===== config.mk =====
export PLATFORM = sky130hd
export DESIGN_NAME = door_motor_ctrl
export DESIGN_NICKNAME = d
export VERILOG_FILES = /design/src/rtl/door_pkg.sv /design/src/rtl/door_timer.sv /design/src/rtl/door_motor_ctrl.sv
export SDC_FILE = /design/constraint.sdc
export NUM_CORES = 1
export LEC_CHECK = 0
export ABC_AREA = 1
export CAP_MARGIN = 20
export CORE_MARGIN = 2
export CORE_UTILIZATION = 40
export DETAILED_ROUTE_END_ITERATION = 16
export REMOVE_ABC_BUFFERS = 1
export SYNTH_ARGS = -nofsm -noshare
export SYNTH_HDL_FRONTEND = slang
export SYNTH_HIERARCHICAL = 1
export SYNTH_SLANG_ARGS = --single-unit

===== constraint.sdc =====
create_clock -name clk -period 5.9 [get_ports clk]
set_input_delay 1.475 -clock clk [delete_from_list [all_inputs] [get_ports clk]]
set_output_delay 1.475 -clock clk [all_outputs]
set_load 0.03 [all_outputs]

===== src/rtl/door_pkg.sv =====
// Shared state encoding for the door motor controller.
package door_pkg;

    localparam int STATE_W = 3;

    typedef enum logic [STATE_W-1:0] {
        ST_CLOSED  = 3'd0,
        ST_OPENING = 3'd1,
        ST_OPEN    = 3'd2,
        ST_CLOSING = 3'd3,
        ST_FAULT   = 3'd4
    } door_state_e;

    function automatic logic is_travel(door_state_e s);
        return (s == ST_OPENING) || (s == ST_CLOSING);
    endfunction

endpackage


===== src/rtl/door_timer.sv =====
// Loadable saturating counter; counts toward TERMINAL and flags the edge on which it gets there.
module door_timer #(
    parameter int               WIDTH    = 4,
    parameter bit               COUNT_UP = 1'b1,
    parameter logic [WIDTH-1:0] TERMINAL = '0
) (
    input  logic             clk,
    input  logic             rst,
    input  logic             load,
    input  logic [WIDTH-1:0] load_val,
    input  logic             enable,
    output logic             done
);

    localparam logic [WIDTH-1:0] NEAR = COUNT_UP ? TERMINAL - WIDTH'(1) : TERMINAL + WIDTH'(1);

    logic [WIDTH-1:0] count_q;

    always_ff @(posedge clk or posedge rst) begin
        if (rst) begin
            count_q <= '0;
        end else if (load) begin
            count_q <= load_val;
        end else if (enable && (count_q != TERMINAL)) begin
            count_q <= COUNT_UP ? count_q + WIDTH'(1) : count_q - WIDTH'(1);
        end
    end

    // done means "terminal is reached on the coming edge", so the FSM leaves exactly on time
    assign done = (count_q == TERMINAL) || (enable && (count_q == NEAR));

endmodule


===== src/rtl/door_motor_ctrl.sv =====
// Door motor controller: drives open/close motor from door_action and limit sensors.
// Define DOOR_OBSTRUCT_EN to make the obstruct sensor reverse closing and extend the open hold.
module door_motor_ctrl
    import door_pkg::*;
#(
    parameter int TRAVEL_TIMEOUT = 1000,
    parameter int HOLD_CYCLES    = 500
) (
    input  logic               clk,
    input  logic               rst,
    input  logic               door_action,
    input  logic               limit_open,
    input  logic               limit_closed,
    input  logic               obstruct,
    input  logic               fault_clr,
    output logic               motor_open,
    output logic               motor_close,
    output logic [STATE_W-1:0] door_state,
    output logic               fault
);

    localparam int TRAVEL_W = $clog2(TRAVEL_TIMEOUT + 1);
    localparam int HOLD_W   = $clog2(HOLD_CYCLES + 1);

    door_state_e state_q, state_d;
    logic        reopen, both_limits;
    logic        travel_load, travel_en, travel_done;
    logic        hold_load, hold_en, hold_done;
    logic        motor_open_d, motor_close_d, fault_d;

`ifdef DOOR_OBSTRUCT_EN
    assign reopen = door_action | obstruct;
`else
    logic obstruct_ignored;
    assign obstruct_ignored = obstruct & 1'b0;
    assign reopen = door_action | obstruct_ignored;
`endif

    assign both_limits = limit_open & limit_closed;

    // Travel counter restarts on every entry to a travel state, reversals included.
    assign travel_load = is_travel(state_d) && (state_d != state_q);
    assign travel_en   = is_travel(state_q);
    assign hold_load   = ((state_d == ST_OPEN) && (state_q != ST_OPEN)) ||
                         ((state_q == ST_OPEN) && reopen);
    assign hold_en     = (state_q == ST_OPEN) && !reopen;

    door_timer #(
        .WIDTH   (TRAVEL_W),
        .COUNT_UP(1'b1),
        .TERMINAL(TRAVEL_W'(TRAVEL_TIMEOUT))
    ) u_travel (
        .clk     (clk),
        .rst     (rst),
        .load    (travel_load),
        .load_val('0),
        .enable  (travel_en),
        .done    (travel_done)
    );

    door_timer #(
        .WIDTH   (HOLD_W),
        .COUNT_UP(1'b0),
        .TERMINAL('0)
    ) u_hold (
        .clk     (clk),
        .rst     (rst),
        .load    (hold_load),
        .load_val(HOLD_W'(HOLD_CYCLES)),
        .enable  (hold_en),
        .done    (hold_done)
    );

    always_ff @(posedge clk or posedge rst) begin
        if (rst) begin
            state_q     <= ST_CLOSED;
            motor_open  <= 1'b0;
            motor_close <= 1'b0;
            fault       <= 1'b0;
        end else begin
            state_q     <= state_d;
            motor_open  <= motor_open_d;
            motor_close <= motor_close_d;
            fault       <= fault_d;
        end
    end

    always_comb begin
        state_d = state_q;
        case (state_q)
            ST_CLOSED: begin
                if (both_limits)      state_d = ST_FAULT;
                else if (door_action) state_d = ST_OPENING;
            end
            ST_OPENING: begin
                if (both_limits)      state_d = ST_FAULT;
                else if (limit_open)  state_d = ST_OPEN;
                else if (travel_done) state_d = ST_FAULT;
            end
            ST_OPEN: begin
                if (both_limits)                state_d = ST_FAULT;
                else if (!reopen && hold_done)  state_d = ST_CLOSING;
            end
            ST_CLOSING: begin
                if (both_limits)       state_d = ST_FAULT;
                else if (reopen)       state_d = ST_OPENING;
                else if (limit_closed) state_d = ST_CLOSED;
                else if (travel_done)  state_d = ST_FAULT;
            end
            ST_FAULT: begin
                if (fault_clr)
                    state_d = (limit_closed && !limit_open) ? ST_CLOSED : ST_CLOSING;
            end
            default: state_d = ST_FAULT;
        endcase
    end

    // Outputs decode the next state so they register on the same edge as the state.
    always_comb begin
        motor_open_d  = (state_d == ST_OPENING);
        motor_close_d = (state_d == ST_CLOSING);
        fault_d       = (state_d == ST_FAULT);
    end

    assign door_state = state_q;

endmodule


==> results.cfg <==
[logic_synthesis]
synth_edf_count = 0
yosys_warnings = 6
yosys_most_used_dff = dfrtp_1
syn_avg_cell_area_um2 = 7.30
ys_seq_area_share_pct = 30.3
synth.distinct_cells = 28
ys_ff_latch = 25
synthCells = 283
yosysTopAreaCellShare_pct = 30.3
ys_async_sr_fraction_pct = 100
synth_top_cells_by_count = nand2_1, nand3_1, dfrtp_1, inv_1, nor2_1
syn_area_um2 = 2070
yosys.cell_count.top_type = nand2_1
synth_area_leaders = dfrtp_1, nand2_1, nand3_1
yosysTopAreaCell = dfrtp_1

[clocking]
path_clk_slew_ps = 90
cts_tree = yes
clk_latency_ps = 270
hold_buffers = 0
postCtsSetupRepairBufs = 0
cts_resized = 0
cts_root_buf = clkbuf_8
cts_made_buffers = 3
cts_htree_levels = 1
cts_sinks = 25
clk_path_buf_depth = 2

[power]
combPwrFrac_pct = 58.4
seqPwrFrac_pct = 32.0
p_int_w = 0.000536
power.leakage_nw = 1.13
ir_drop_uv = 206
power_density_nw_per_um2 = 466
switching_power_w = 0.000553
netSwitchingFraction_pct = 50.8
p_clk_share_pct = 9.6

[routing]
wirelength_met1_mm = 2.08
wl_met3_um = 45
antenna_left = 0
finalWirelength_mm = 4.07
dr_wl_met2_mm = 1.88
drc = 0
via_per_inst = 4.55
top_layer = met4
vias = 1733
routedWlPerCell_um = 10.7
drt_pass1_iterations = 4
drt_iter0_markers = 56

[die]
dieArea_um2 = 5760
row_count = 26
die_w_um = 75.9
die_h_um = 75.9
io_pins = 13
start_util_pct = 41.0
core_area_um2 = 5040

[place]
gp_congestion = 0.872
dp_hpwl_mm = 3.16
io_buffers = 11

[final_layout]
antennaDiodeCount = 0
syn_to_final_growth_pct = 13.1
drive_gt1_share_pct = 19.3
final_nets = 325
nFillCells = 526
multiInputGateArea_um2 = 1330
seqCellArea_um2 = 626

[global_route]
antenna_found_initial = 0
grt.total_usage_pct = 15.5
grt_max_degree = 16
grt_pass1_wl_mm = 6.92
grt_pass1_vias = 1556
grt_overflow = 0

[worst_setup_path]
cp_max_fo = 15
cp_data_arrival_time_ps = 4090
required_ps = 6060
crit_path_start_kind = primary input
endpoint_kind = flop
path_class = primary input to flop

[timing]
slew_headroom_pct = 63.2
holdWs_ps = 544
grt_setup_unrepaired = false
tightest_slew_ps = 551
maxSlewViolCount = 0
fin_crit_ps = 3930
max_freq_ghz = 0.254
setup_viol = 0
final_hold_viol_count = 0
skew_ps = 4.83
finalSetupTns_ps = 0
finalCritPeriodShare_pct = 66.6

[outcome]
status = finished clean

[min_path]
hold_class = flop to flop

[flow_run]
cap_violations = 0
## worst max-delay path: stages
cell,delay [ps]
clkdlybuf4s50_1,420
inv_1,120
nand4_1,120
inv_2,160
nand4_1,110
nand2_1,70
nand2_1,50
nand2_1,90
nand2_2,70
nand2_2,70
o21a_1,420
inv_1,400
or2_2,390
nand3_2,70
nand2_1,50
## path summary, 6_finish.rpt
kind                                   start             endpoint  slack (ps)  cells after the start
max in group asynchronous                rst  u_travel/count_q[9]        4040                      2
min in group asynchronous                rst        door_state[0]        1480                      2
max                              door_action  u_travel/count_q[8]        1970                     15
max reg2reg                    door_state[0]  u_travel/count_q[8]        2800                     17
min reg2reg                u_hold/count_q[6]    u_hold/count_q[6]         540                      2
min                        u_hold/count_q[6]    u_hold/count_q[6]         540                      2
## layer usage
layer | vias to the layer above | GRT usage (%)
li1 | 944 | -
met1 | 767 | 22.8
met2 | 18 | 23.6
met3 | 4 | 1.98
met4 | 0 | 4.48
met5 | - | 0
## registers in the layout, indices dropped and copies added (netlist names)
register / cells
door_state: 3
fault: 1
motor_close: 1
motor_open: 1
u_hold/count_q: 9
u_travel/count_q: 10
## cell families (layout without fill, tap and decap cells)
logic type,count (synthesis),count (layout),share of synthesized area (%)
compound gates,23,23,7.26
xor+xnor,6,6,2.54
fa+ha+maj,6,6,3.63
buf+inv,40,51,8.47
flops,25,25,30.3
other cells,2,19,0.363
simple gates,181,181,47.5
## power by group through the flow
stage                     Combinational, W  Sequential, W  Clock [W]
after global placement            0.000634       0.000352          0
after CTS                         0.000645       0.000348   0.000113
after detailed placement          0.000643       0.000351          0
after global routing              0.000722       0.000363   0.000120
after floorplan                   0.000482       0.000363          0
final                             0.000636       0.000349   0.000104
## cell type report
type | count | area share (%)
Timing Repair Buffer | 12 | 5.03
Inverter | 35 | 5.62
Multi-Input combinational cell | 235 | 56.9
Clock inverter | 1 | 0.214
Clock buffer | 3 | 1.77
Sequential cell | 25 | 26.8
Tap cell | 70 | 3.75
## per-stage QoR
stage / area (um^2) / utilization (%) / setup WS (ps) / power [W] / std cells
global placement: 2290 / 45.5 / 1670 / 0.000986 / 377
global route: 2340 / 46.4 / 1700 / 0.00120 / 381
floorplan: 2090 / - / 2550 / 0.000846 / 295
CTS: 2340 / 46.4 / 1950 / 0.00111 / 381
finish: 2340 / 46.4 / 1970 / 0.00109 / 381
detailed placement: 2290 / 45.5 / 1660 / 0.000994 / 377
## placed cells by master, fill, tap and decap left out
cell             Yosys  routed
nor3_2               1       1
or2_2                4       4
ha_1                 6       6
buf_4                0       1
clkinv_2             0       1
nor2_2               5       5
nand2_2             10      10
nand2_4              3       3
o21ai_2              6       6
clkbuf_8             0       3
nand2_1             79      79
nor2_1              18      18
nand3_1             35      35
conb_1               2      19
nand2_8              4       4
o21ai_0              9       9
a32oi_1              2       2
xor2_1               6       6
o21a_1               1       1
inv_1               25      25
dfrtp_1             25      25
nand3b_1             4       4
inv_2                9       9
a21oi_1              4       4
clkdlybuf4s50_1      0      11
a21boi_1             1       1
nor2_4               6       6
clkinv_1             1       1
nand3_2              7       7
nand4_1              5       5
No activity file was read; power rests on OpenSTA's default activity.
